[src/rtl/uart_pkg.sv]
// Shared UART types and line-level constants for the tx framer and bit timer.
package uart_pkg;

    typedef enum logic [2:0] {
        IDLE,
        START,
        DATA,
        PARITY,
        STOP
    } tx_state_t;

    localparam logic UART_IDLE_LEVEL  = 1'b1;
    localparam logic UART_START_LEVEL = 1'b0;
    localparam logic UART_PARITY_EVEN = 1'b0;
    localparam logic UART_PARITY_ODD  = 1'b1;

endpackage

[src/rtl/uart_tx_frame_bit_timer.sv]
// Bit-period cycle counter; bit_done flags the last clk of each bit period.
// Kept free of tx specifics so the receiver can reuse it.
module uart_bit_timer
    import uart_pkg::*;
#(
    parameter int CLKS_PER_BIT = 16
) (
    input  logic clk,
    input  logic reset,
    input  logic restart,
    output logic bit_done
);

    localparam int            CW   = $clog2(CLKS_PER_BIT);
    localparam logic [CW-1:0] LAST = CW'(CLKS_PER_BIT - 1);

    logic [CW-1:0] cnt;

    assign bit_done = (cnt == LAST);

    always_ff @(posedge clk) begin
        if (reset || restart || bit_done)
            cnt <= '0;
        else
            cnt <= cnt + CW'(1);
    end

endmodule

[src/rtl/uart_tx_frame.sv]
// UART transmit framer: start, DATA_W bits LSB-first, optional parity, stop bits.
// Define UART_TX_PARITY_EN to insert the parity bit (PARITY_ODD picks odd/even).
module uart_tx_frame
    import uart_pkg::*;
#(
    parameter int DATA_W       = 8,
    parameter int STOP_BITS    = 1,
    parameter int CLKS_PER_BIT = 16,
    parameter int PARITY_ODD   = 0
) (
    input  logic              clk,
    input  logic              reset,
    input  logic              in_valid,
    output logic              in_ready,
    input  logic [DATA_W-1:0] in_data,
    output logic              tx,
    output logic              busy
);

    localparam int             BIT_MAX   = (DATA_W > STOP_BITS) ? DATA_W : STOP_BITS;
    localparam int             BCW       = $clog2(BIT_MAX);
    localparam logic [BCW-1:0] LAST_DATA = BCW'(DATA_W - 1);
    localparam logic [BCW-1:0] LAST_STOP = BCW'(STOP_BITS - 1);

    if (DATA_W < 5 || DATA_W > 16 || STOP_BITS < 1 || STOP_BITS > 2 ||
        CLKS_PER_BIT < 2 || PARITY_ODD < 0 || PARITY_ODD > 1) begin : g_param_check
        $error("uart_tx_frame: parameter out of range");
    end

    tx_state_t         state;
    logic [DATA_W-1:0] shreg;
    logic [BCW-1:0]    bit_cnt;
    logic              bit_done;
    logic              accept;

    // Ready also on the very last stop cycle so a queued word starts without a gap.
    assign in_ready = (state == IDLE) ||
                      (state == STOP && bit_done && bit_cnt == LAST_STOP);
    assign accept   = in_valid && in_ready;

    uart_bit_timer #(
        .CLKS_PER_BIT(CLKS_PER_BIT)
    ) u_timer (
        .clk     (clk),
        .reset   (reset),
        .restart (accept),
        .bit_done(bit_done)
    );

`ifdef UART_TX_PARITY_EN
    logic par_q;

    always_ff @(posedge clk) begin
        if (reset)
            par_q <= UART_PARITY_EVEN;
        else if (accept)
            par_q <= (^in_data) ^ PARITY_ODD[0];
    end
`endif

    always_ff @(posedge clk) begin
        if (reset) begin
            state   <= IDLE;
            tx      <= UART_IDLE_LEVEL;
            busy    <= 1'b0;
            shreg   <= '0;
            bit_cnt <= '0;
        end else begin
            case (state)
                IDLE: begin
                    if (accept) begin
                        state   <= START;
                        tx      <= UART_START_LEVEL;
                        busy    <= 1'b1;
                        shreg   <= in_data;
                        bit_cnt <= '0;
                    end
                end
                START: begin
                    if (bit_done) begin
                        state   <= DATA;
                        tx      <= shreg[0];
                        shreg   <= shreg >> 1;
                        bit_cnt <= '0;
                    end
                end
                DATA: begin
                    if (bit_done) begin
                        if (bit_cnt == LAST_DATA) begin
                            bit_cnt <= '0;
`ifdef UART_TX_PARITY_EN
                            state   <= PARITY;
                            tx      <= par_q;
`else
                            state   <= STOP;
                            tx      <= UART_IDLE_LEVEL;
`endif
                        end else begin
                            bit_cnt <= bit_cnt + BCW'(1);
                            tx      <= shreg[0];
                            shreg   <= shreg >> 1;
                        end
                    end
                end
`ifdef UART_TX_PARITY_EN
                PARITY: begin
                    if (bit_done) begin
                        state   <= STOP;
                        tx      <= UART_IDLE_LEVEL;
                        bit_cnt <= '0;
                    end
                end
`endif
                STOP: begin
                    if (bit_done) begin
                        if (bit_cnt == LAST_STOP) begin
                            if (accept) begin
                                state   <= START;
                                tx      <= UART_START_LEVEL;
                                shreg   <= in_data;
                                bit_cnt <= '0;
                            end else begin
                                state   <= IDLE;
                                busy    <= 1'b0;
                            end
                        end else begin
                            bit_cnt <= bit_cnt + BCW'(1);
                        end
                    end
                end
                default: begin
                    state <= IDLE;
                    tx    <= UART_IDLE_LEVEL;
                    busy  <= 1'b0;
                end
            endcase
        end
    end

endmodule

[config.mk]
export PLATFORM = sky130hd
export DESIGN_NAME = uart_tx_frame
export DESIGN_NICKNAME = d
export VERILOG_FILES = /design/src/rtl/uart_pkg.sv /design/src/rtl/uart_tx_frame_bit_timer.sv /design/src/rtl/uart_tx_frame.sv
export SDC_FILE = /design/constraint.sdc
export NUM_CORES = 1
export LEC_CHECK = 0
export CORE_UTILIZATION = 47
export DETAILED_ROUTE_END_ITERATION = 6
export PLACE_DENSITY = 0.69
export SETUP_SLACK_MARGIN = 0.02
export SLEW_MARGIN = 20
export SYNTH_ARGS = -nofsm -noshare
export SYNTH_HDL_FRONTEND = slang
export SYNTH_SLANG_ARGS = --single-unit
[constraint.sdc]
create_clock -name clk -period 3 [get_ports clk]
set_clock_uncertainty 0.2 [all_clocks]
set_input_delay 0.45 -clock clk [delete_from_list [all_inputs] [get_ports clk]]
set_output_delay 0.45 -clock clk [all_outputs]
set_load 0.05 [all_outputs]
# --- Word-level counts from Yosys, hierarchy flattened ---
# Index checks and enable logic that the tools add are counted.
word_totals:
  ff_bits: 20
  in_bits: 11
  wordCells: 71
op_classes:
  n_addsub: 2
  n_eq_ne: 13
  mux: 34
  bitwise_logic: 1
  reduce_logical: 15
ops:
  columns: ["cell", "count"]
  rows:
  - ["2-to-1 mux 8 bit", 6]
  - ["2-to-1 mux 3 bit", 12]
  - ["one-hot mux 8 bit (4 select lines)", 1]
  - ["one-hot mux 3 bit (4 select lines)", 2]
  - ["inequality test 2 bit, second input constant", 6]
  - ["AND reduction 6 bit", 2]
  - ["2-to-1 mux 1 bit", 11]
  - ["AND reduction 4 bit", 2]
  - ["== test 3 bit, second input constant", 2]
  - ["zero test 3 bit", 2]
  - ["AND reduction 5 bit", 1]
  - ["adder 4 x 1 -> 4 bit, second input constant", 1]
  - ["== test 4 bit, second input constant", 1]
  - ["inequality test 2 x 1 -> 1 bit, second input constant", 2]
  - ["one-hot mux 1 bit (4 select lines)", 1]
  - ["nonzero test 4 bit", 1]
  - ["adder 3 x 1 -> 3 bit, second input constant", 1]
  - ["== test 3 x 1 -> 1 bit, second input constant", 1]
  - ["== test 3 x 2 -> 1 bit, second input constant", 1]
  - ["logical AND 1 bit", 3]
  - ["logical OR 1 bit", 3]
  - ["one-hot mux 1 bit (3 select lines)", 1]
  - ["OR reduction 2 bit", 1]
  - ["inverter 1 bit", 1]

# --- Depth between registers and ports, before layout ---
logic_depth:
  word_depth: 9
  depth_mapped: 7

# --- By module ---
# Synthesis repeated with hierarchy kept, for this count alone.
unflattened:
  hier_cells: 148
  area_unflattened_um2: 1218.7
by_module_without_submodules:
  columns: ["mod", "instances", "cells_each", "area_per_inst_um2", "seq_area_each_um2"]
  rows:
  - ["uart_tx_frame", 1, 132, 1061.0, 320.3]
  - ["uart_bit_timer", 1, 16, 157.7, 80.1]

# --- Least setup slack after synthesis ---
# Ideal clock, no wire load.
synth_timing:
  path_type: "reg2out"
  start: "register u_timer.cnt[0]"
  end: "output in_ready"
  arrival_time_ns: 1.741
  t_required_ns: 2.350
  slack_ns: 0.609
  stages_incl_launch_ff: 6
  cell_sequence: "dfxtp_1 > ha_1 > nand3_1 > clkbuf_1 > o21a_1 > nor2_1"
synth_between:
  elab_chain_cells: 4
synth_lines:
  columns: ["element", "line", "source"]
  rows:
  - ["start, declared", "uart_tx_frame_bit_timer.sv:17", "logic [CW-1:0] cnt;"]
  - ["start signal, assigned", "uart_tx_frame_bit_timer.sv:25", "cnt <= cnt + CW'(1);"]
  - ["== test 4 bit", "uart_tx_frame_bit_timer.sv:19", "assign bit_done = (cnt == LAST);"]
  - ["logical AND 1 bit (2 in a row)", "uart_tx_frame.sv:38", "(state == STOP && bit_done && bit_cnt == LAST_STOP);"]
  - ["logical OR 1 bit", "uart_tx_frame.sv:37", "assign in_ready = (state == IDLE) ||"]
  - ["end, declared", "uart_tx_frame.sv:14", "output logic in_ready,"]
# Every way passes these cells.

# --- Worst setup path in the final report ---
# Ends and elaborated chain as after synthesis.

==> flow_summary.toml <==
[power]
ir_worst_vdd_uv = 417
fin_total_pwr_mw = 0.564
powerDensity_mw_per_mm2 = 417
power.leakage_nw = 0.568

[timing]
slew_viol_final = 0
tightestPinTransition_ns = 0.720
fmax_mhz = 423
post-route-min-period_ns = 2.36
rsz0062_at_grt = "false"
setup_viol = 0
max_slew_margin_pct = 51.9
hold_viol = 0
tns_ns = 0
post-route-period-util_pct = 78.8

[floorplanning]
io_pins = 14
coreArea_mm2 = 0.00230
die_area_mm2 = 0.00271
die_h_um = 52.1
die_w_um = 52.1
row_count = 17
initial_utilization_pct = 51.3

[clocking]
cts_tree = "yes"
clk_pin_slew_ns = 0.12
cts_max_path_buffers = 2
clkSinkCount = 20
clock_latency_ns = 0.30
htreeDepth = 1
post-cts-setup-buffer-count = 0
ctsResizeCount = 0
ctsHoldBuffers = 0
clockRootBuffer = "clkbuf_4"
numCtsBuffers = 3

[logic_synthesis]
synth_seq_cells = 20
synth_edf_count = 0
synth_cells = 134
synth_top_cell_area_share_pct = 34.0
synth_top_flop_cell = "dfxtp_1"
synth_warnings = 0
synth_common_cells = "nor2_1, dfxtp_1, a21oi_1, nand3_1, mux2i_1"
yosys.area.top_type = "dfxtp_1"
netlist_area_mm2 = 0.00118
seq_area_frac_synth_pct = 34.0
synthArstFlopShare_pct = 0
synth_cell_type_count = 45
synth_most_common_cell = "nor2_1"
avgSynthCellArea_um2 = 8.80
yosys-top-cells-area = "dfxtp_1, nor2_1, mux2i_1"
synth_fp_nets = 149

[finish]
final_core_util_pct = 58.9
drive_above_1_share_pct = 15.9
num-nets-final = 161
regArea_um2 = 400
diodes = 0
synthToLayoutAreaGrowth_pct = 14.8
instances_no_fill = 173
fillers = 204
multi_input_area_um2 = 731

[route]
drt_iter0_drc = 12
post_drt_via_cell_ratio = 5.70
ant_nets = 0
dr_total_vias = 986
drc = 0
routedWlPerCell_um = 13.1
routed_wl_um = 2260
drt_first_pass_iters = 4

[placed_design]
place_congestion = 0.833
dp_hpwl_um = 1610
port_buffers = 13
placed_cells = 169

[grt]
grt_pass1_vias = 884
grt_pass1_wl_um = 3930
grt_util_met3_pct = 5.56
use_met2_pct = 31.8
antenna_found_initial = 0
grtUsageMet1_pct = 24.4
grt_max_degree = 21
gr-total-overflow = 0
grt_most_used_layer = "met2"
grt_usage_pct = 19.4

[critical_path]
crit_fanout = 12
critical_path_required_ns = 2.35
endpoint_kind = "output pin"
crit_type = "reg -> out"
arrival_ns = 1.71
setup.worst_path.start_class = "flip-flop"

[hold_path]
holdCritPathClass = "reg -> reg"

[job]
max-cap-violations = 0

[run_status]
status = "finished, final reports clean"
## layer usage
| layer | up-vias | share of wire (%) |
|---|---|---|
| li1 | 508 | - |
| met1 | 452 | 46 |
| met2 | 22 | 47 |
| met3 | 4 | 4.6 |
| met4 | 0 | 1.6 |
| met5 | - | 0 |
## final cells by class
class,count,area share (%)
clock buffer,4,2.68
timing repair buffer,15,10.5
tap,28,2.59
inverter,2,0.555
multi-input combinational,104,54.0
sequential,20,29.6
## state kept, by name, indices dropped and copies added (netlist names)
name	count
bit_cnt	3
busy	1
u_timer.cnt	4
tx	1
state	3
shreg	8
## cells in the final DEF, fill, tap and decap left out, drive strengths merged
cell           count
nor2              21
dfxtp             20
clkdlybuf4s50     12
a21oi              9
nand3              8
mux2i              7
mux2               7
nand2              6
nor3               6
ha                 4
clkbuf             4
o21ai              4
o21a               3
xor2               3
buf                3
inv                2
nand2b             2
or2                2
a31oi              2
nor3b              2
a211oi             2
nor2b              1
nand4              1
or4b               1
o31ai              1
xnor2              1
or3b               1
and3               1
nand4b             1
o211ai             1
o211a              1
o32a               1
o311a              1
or3                1
o22ai              1
a41oi              1
a32oi              1
## cell families after synthesis
group                      count (synthesis)  share of synthesized area (%)
and+or+nand+nor                           54                           23.8
AOI/OAI and AO/OA                         28                           18.4
DFF                                       20                           34.0
muxes                                     14                           12.6
buffers and inverters                     10                           4.03
xor gates and xnor gates                   4                           2.97
adders and majority gates                  4                           4.25
## report_power, final
part | internal [mW] | switching [mW] | total, mW | leakage [nW]
Combinational | 0.0559 | 0.0606 | 0.116 | 0.383
Sequential | 0.279 | 0.0124 | 0.292 | 0.163
Clock | 0.0740 | 0.0817 | 0.156 | 0.0210
## final timing paths
path	from	endpoint	slack (ns)	depth (start not counted)
worst max-delay path	u_timer.cnt[0]	in_ready	0.64	6
worst min-delay path	u_timer.cnt[0]	u_timer.cnt[0]	0.27	1
worst max register to register	state[1]	shreg[1]	0.81	5
worst min register to register	u_timer.cnt[0]	u_timer.cnt[0]	0.27	1
## per-stage QoR
step	cell area [um^2]	hold WS, ns	setup slack (ns)
2_1_floorplan	1180	0.218	0.609
3_3_place_gp	1320	0.228	0.657
3_5_place_dp	1320	0.257	0.606
4_1_cts	1350	0.275	0.619
5_1_grt	1350	0.303	0.508
6_report	1350	0.275	0.635
## worst max-delay path, cell delays in order, from the launching register on
cell	delay, ns
dfxtp_1	0.38
ha_1	0.24
nand3_1	0.09
buf_4	0.18
o21a_1	0.20
nor2_1	0.10
buf_4	0.20
No activity file was read; power rests on OpenSTA's default activity.
==> edit: new RTL, config.mk and constraints unchanged <==
`CLKS_PER_BIT` is set to 16 in 2 places; all go to 8.
--- a/src/rtl/uart_tx_frame_bit_timer.sv
+++ b/src/rtl/uart_tx_frame_bit_timer.sv
@@ -5,3 +5,3 @@
 #(
-    parameter int CLKS_PER_BIT = 16
+    parameter int CLKS_PER_BIT = 8
 ) (
--- a/src/rtl/uart_tx_frame.sv
+++ b/src/rtl/uart_tx_frame.sv
@@ -7,3 +7,3 @@
     parameter int STOP_BITS    = 1,
-    parameter int CLKS_PER_BIT = 16,
+    parameter int CLKS_PER_BIT = 8,
     parameter int PARITY_ODD   = 0
Behaviour: not the same (a bounded check fails within 10 cycles, from zero or initial values and one cycle with reset high).
==> edit against the original RTL <==
- sequential cell count shrank 1
- die area shrank 4.8%
- setup slack lost 0.27 ns
- routed wire length shrank 0.97%
- design area shrank 6.0%
- largest power group unchanged
- first-iteration DRC count shrank 25%
- cell count shrank 1.2%
- critical endpoint is now shreg[7]$_SDFFE_PP0P_
- maximum frequency shrank 10%
- hold slack lost 0.021 ns
- synthesized area shrank 5.0%
- total power shrank 7.5%
- combinational power shrank 4%
==> edit: results (changes against the original RTL) <==
outcome: "completed"  # unchanged
reg2reg_from: "u_timer.cnt[0]$_SDFF_PP0_"  # was state[1]$_SDFFE_PP0P_
fmax_mhz: 379  # was 423 MHz
dr_wl_met3_um: 65  # was 105 um
synth-async-reset-ratio_pct: 0  # unchanged
synth_area_leaders: "dfxtp_1 34%, o21ai_0 6.7%, a21oi_1 6.3%"  # was dfxtp_1 34%, nor2_1 6.7%, mux2i_1 5.9%
use_met3_pct: 3.57  # was 5.56%
met1_length_um: 1020  # was 1050 um
synth-seq-area-share_pct: 34.0  # about the same
pre_cts_slack_ns: 0.328  # was 0.606 ns
use_met1_pct: 23.1  # was 24.4%
crit_path_top_delay_cell: "a2111oi_4"  # was dfxtp_1
final.fill_count: 228  # was 204
synth_common_cells: "19 x dfxtp_1, 15 x o21ai_0, 14 x a21oi_1, 10 x nor2_1, 8 x or3_1"  # was 21 x nor2_1, 20 x dfxtp_1, 8 x a21oi_1, 8 x nand3_1, 7 x mux2i_1
synth_nets: 150  # was 149
synth_top_area_cell: "dfxtp_1"  # unchanged
post-dp-hpwl_um: 1600  # was 1610 um
drt-total-wl_um: 2240  # was 2260 um
synth.distinct_cells: 34  # was 45
vdd_drop_max_v: 0.000297  # was 0.000417 V
clkTransAtPathRegs_ns: 0.10  # was 0.12 ns
min_to: "u_timer.cnt[0]$_SDFF_PP0_"  # unchanged
first_iter_violations: 9  # was 12
critPathTopFamily: "simple AND/OR/NAND/NOR gates"  # was flip-flops
slew_headroom_pct: 50.3  # was 51.9%
grt_pass1_wl_um: 3750  # was 3930 um
crit_fanout: 16  # was 12
largest_register: "shreg"  # unchanged
p_clk_mw: 0.129  # was 0.156 mW
grt_pass1_vias: 894  # was 884
net-switching-power_mw: 0.151  # was 0.155 mW
worstReg2RegEnd: "shreg[7]$_SDFFE_PP0P_"  # was shreg[1]$_SDFFE_PP0P_
vias_per_cell: 5.65  # was 5.70
r2r_setup_slack_ns: 0.36  # was 0.81 ns
p_comb_share_pct: 21.3  # was 20.7%
dpl-instance-area_um2: 1240  # was 1320 um^2
layout-drive-gt1-share_pct: 6.29  # was 15.9%
nets: 160  # was 161
critPathArrivalTime_ns: 2.66  # was 1.71 ns
r2r_cells: 7  # was 5
globalplace.congestion: 0.835  # was 0.833
p_leak_nw: 0.465  # was 0.568 nW
max_stage_delay_ns: 0.53  # was 0.38 ns
routed-wl-met2_um: 1130  # was 1070 um
grt.total_usage_pct: 19.4  # about the same
gr-usage-met2_pct: 32.4  # was 31.8%
==> edit: changes by cell type after synthesis, sizes merged, moves of 3 or more <==
cell / before / now
o21ai: 4 / 15
nor2: 21 / 11
nand3: 8 / 0
mux2: 7 / 0
or3: 1 / 8
a21oi: 9 / 14
inv: 2 / 7
o21a: 3 / 0
==> edit: how the worst max path moves through the flow <==
stage	endpoint	startpoint
2_1_floorplan	in_ready	u_timer.cnt[0]$_SDFF_PP0_
3_3_place_gp	shreg[7]$_SDFFE_PP0P_	in_valid
3_5_place_dp	shreg[7]$_SDFFE_PP0P_	in_valid
4_1_cts	shreg[7]$_SDFFE_PP0P_	u_timer.cnt[0]$_SDFF_PP0_
5_1_grt	shreg[7]$_SDFFE_PP0P_	u_timer.cnt[0]$_SDFF_PP0_
6_report	shreg[7]$_SDFFE_PP0P_	u_timer.cnt[0]$_SDFF_PP0_
==> edit: area by class of cell <==
| type | count | area [um^2] | area share, % |
|---|---|---|---|
| tap | 28 | 35.0 | 2.76 |
| sequential | 19 | 380 | 29.9 |
| inverter | 7 | 26.3 | 2.07 |
| timing repair buffer | 15 | 143 | 11.2 |
| multi-input combinational | 98 | 661 | 52.0 |
| clock buffer | 4 | 26.3 | 2.07 |
==> edit: logic make-up after synthesis <==
group                      synth area share (%)
adders and majority gates                  5.59
DFF                                        34.0
xor gates and xnor gates                   1.56
and+or+nand+nor                            21.6
buffers and inverters                      7.04
muxes                                      6.26
AOI/OAI and AO/OA                          24.0
==> edit: metrics by stage <==
stage          util (%)  total power, mW  hold WS [ns]  std cells
2_1_floorplan         -            0.367         0.208        134
3_3_place_gp       55.7            0.395         0.245        167
3_5_place_dp       55.7            0.398         0.246        167
4_1_cts            56.9            0.526         0.261        171
5_1_grt            56.9            0.548         0.266        171
6_report           56.9            0.521         0.254        171
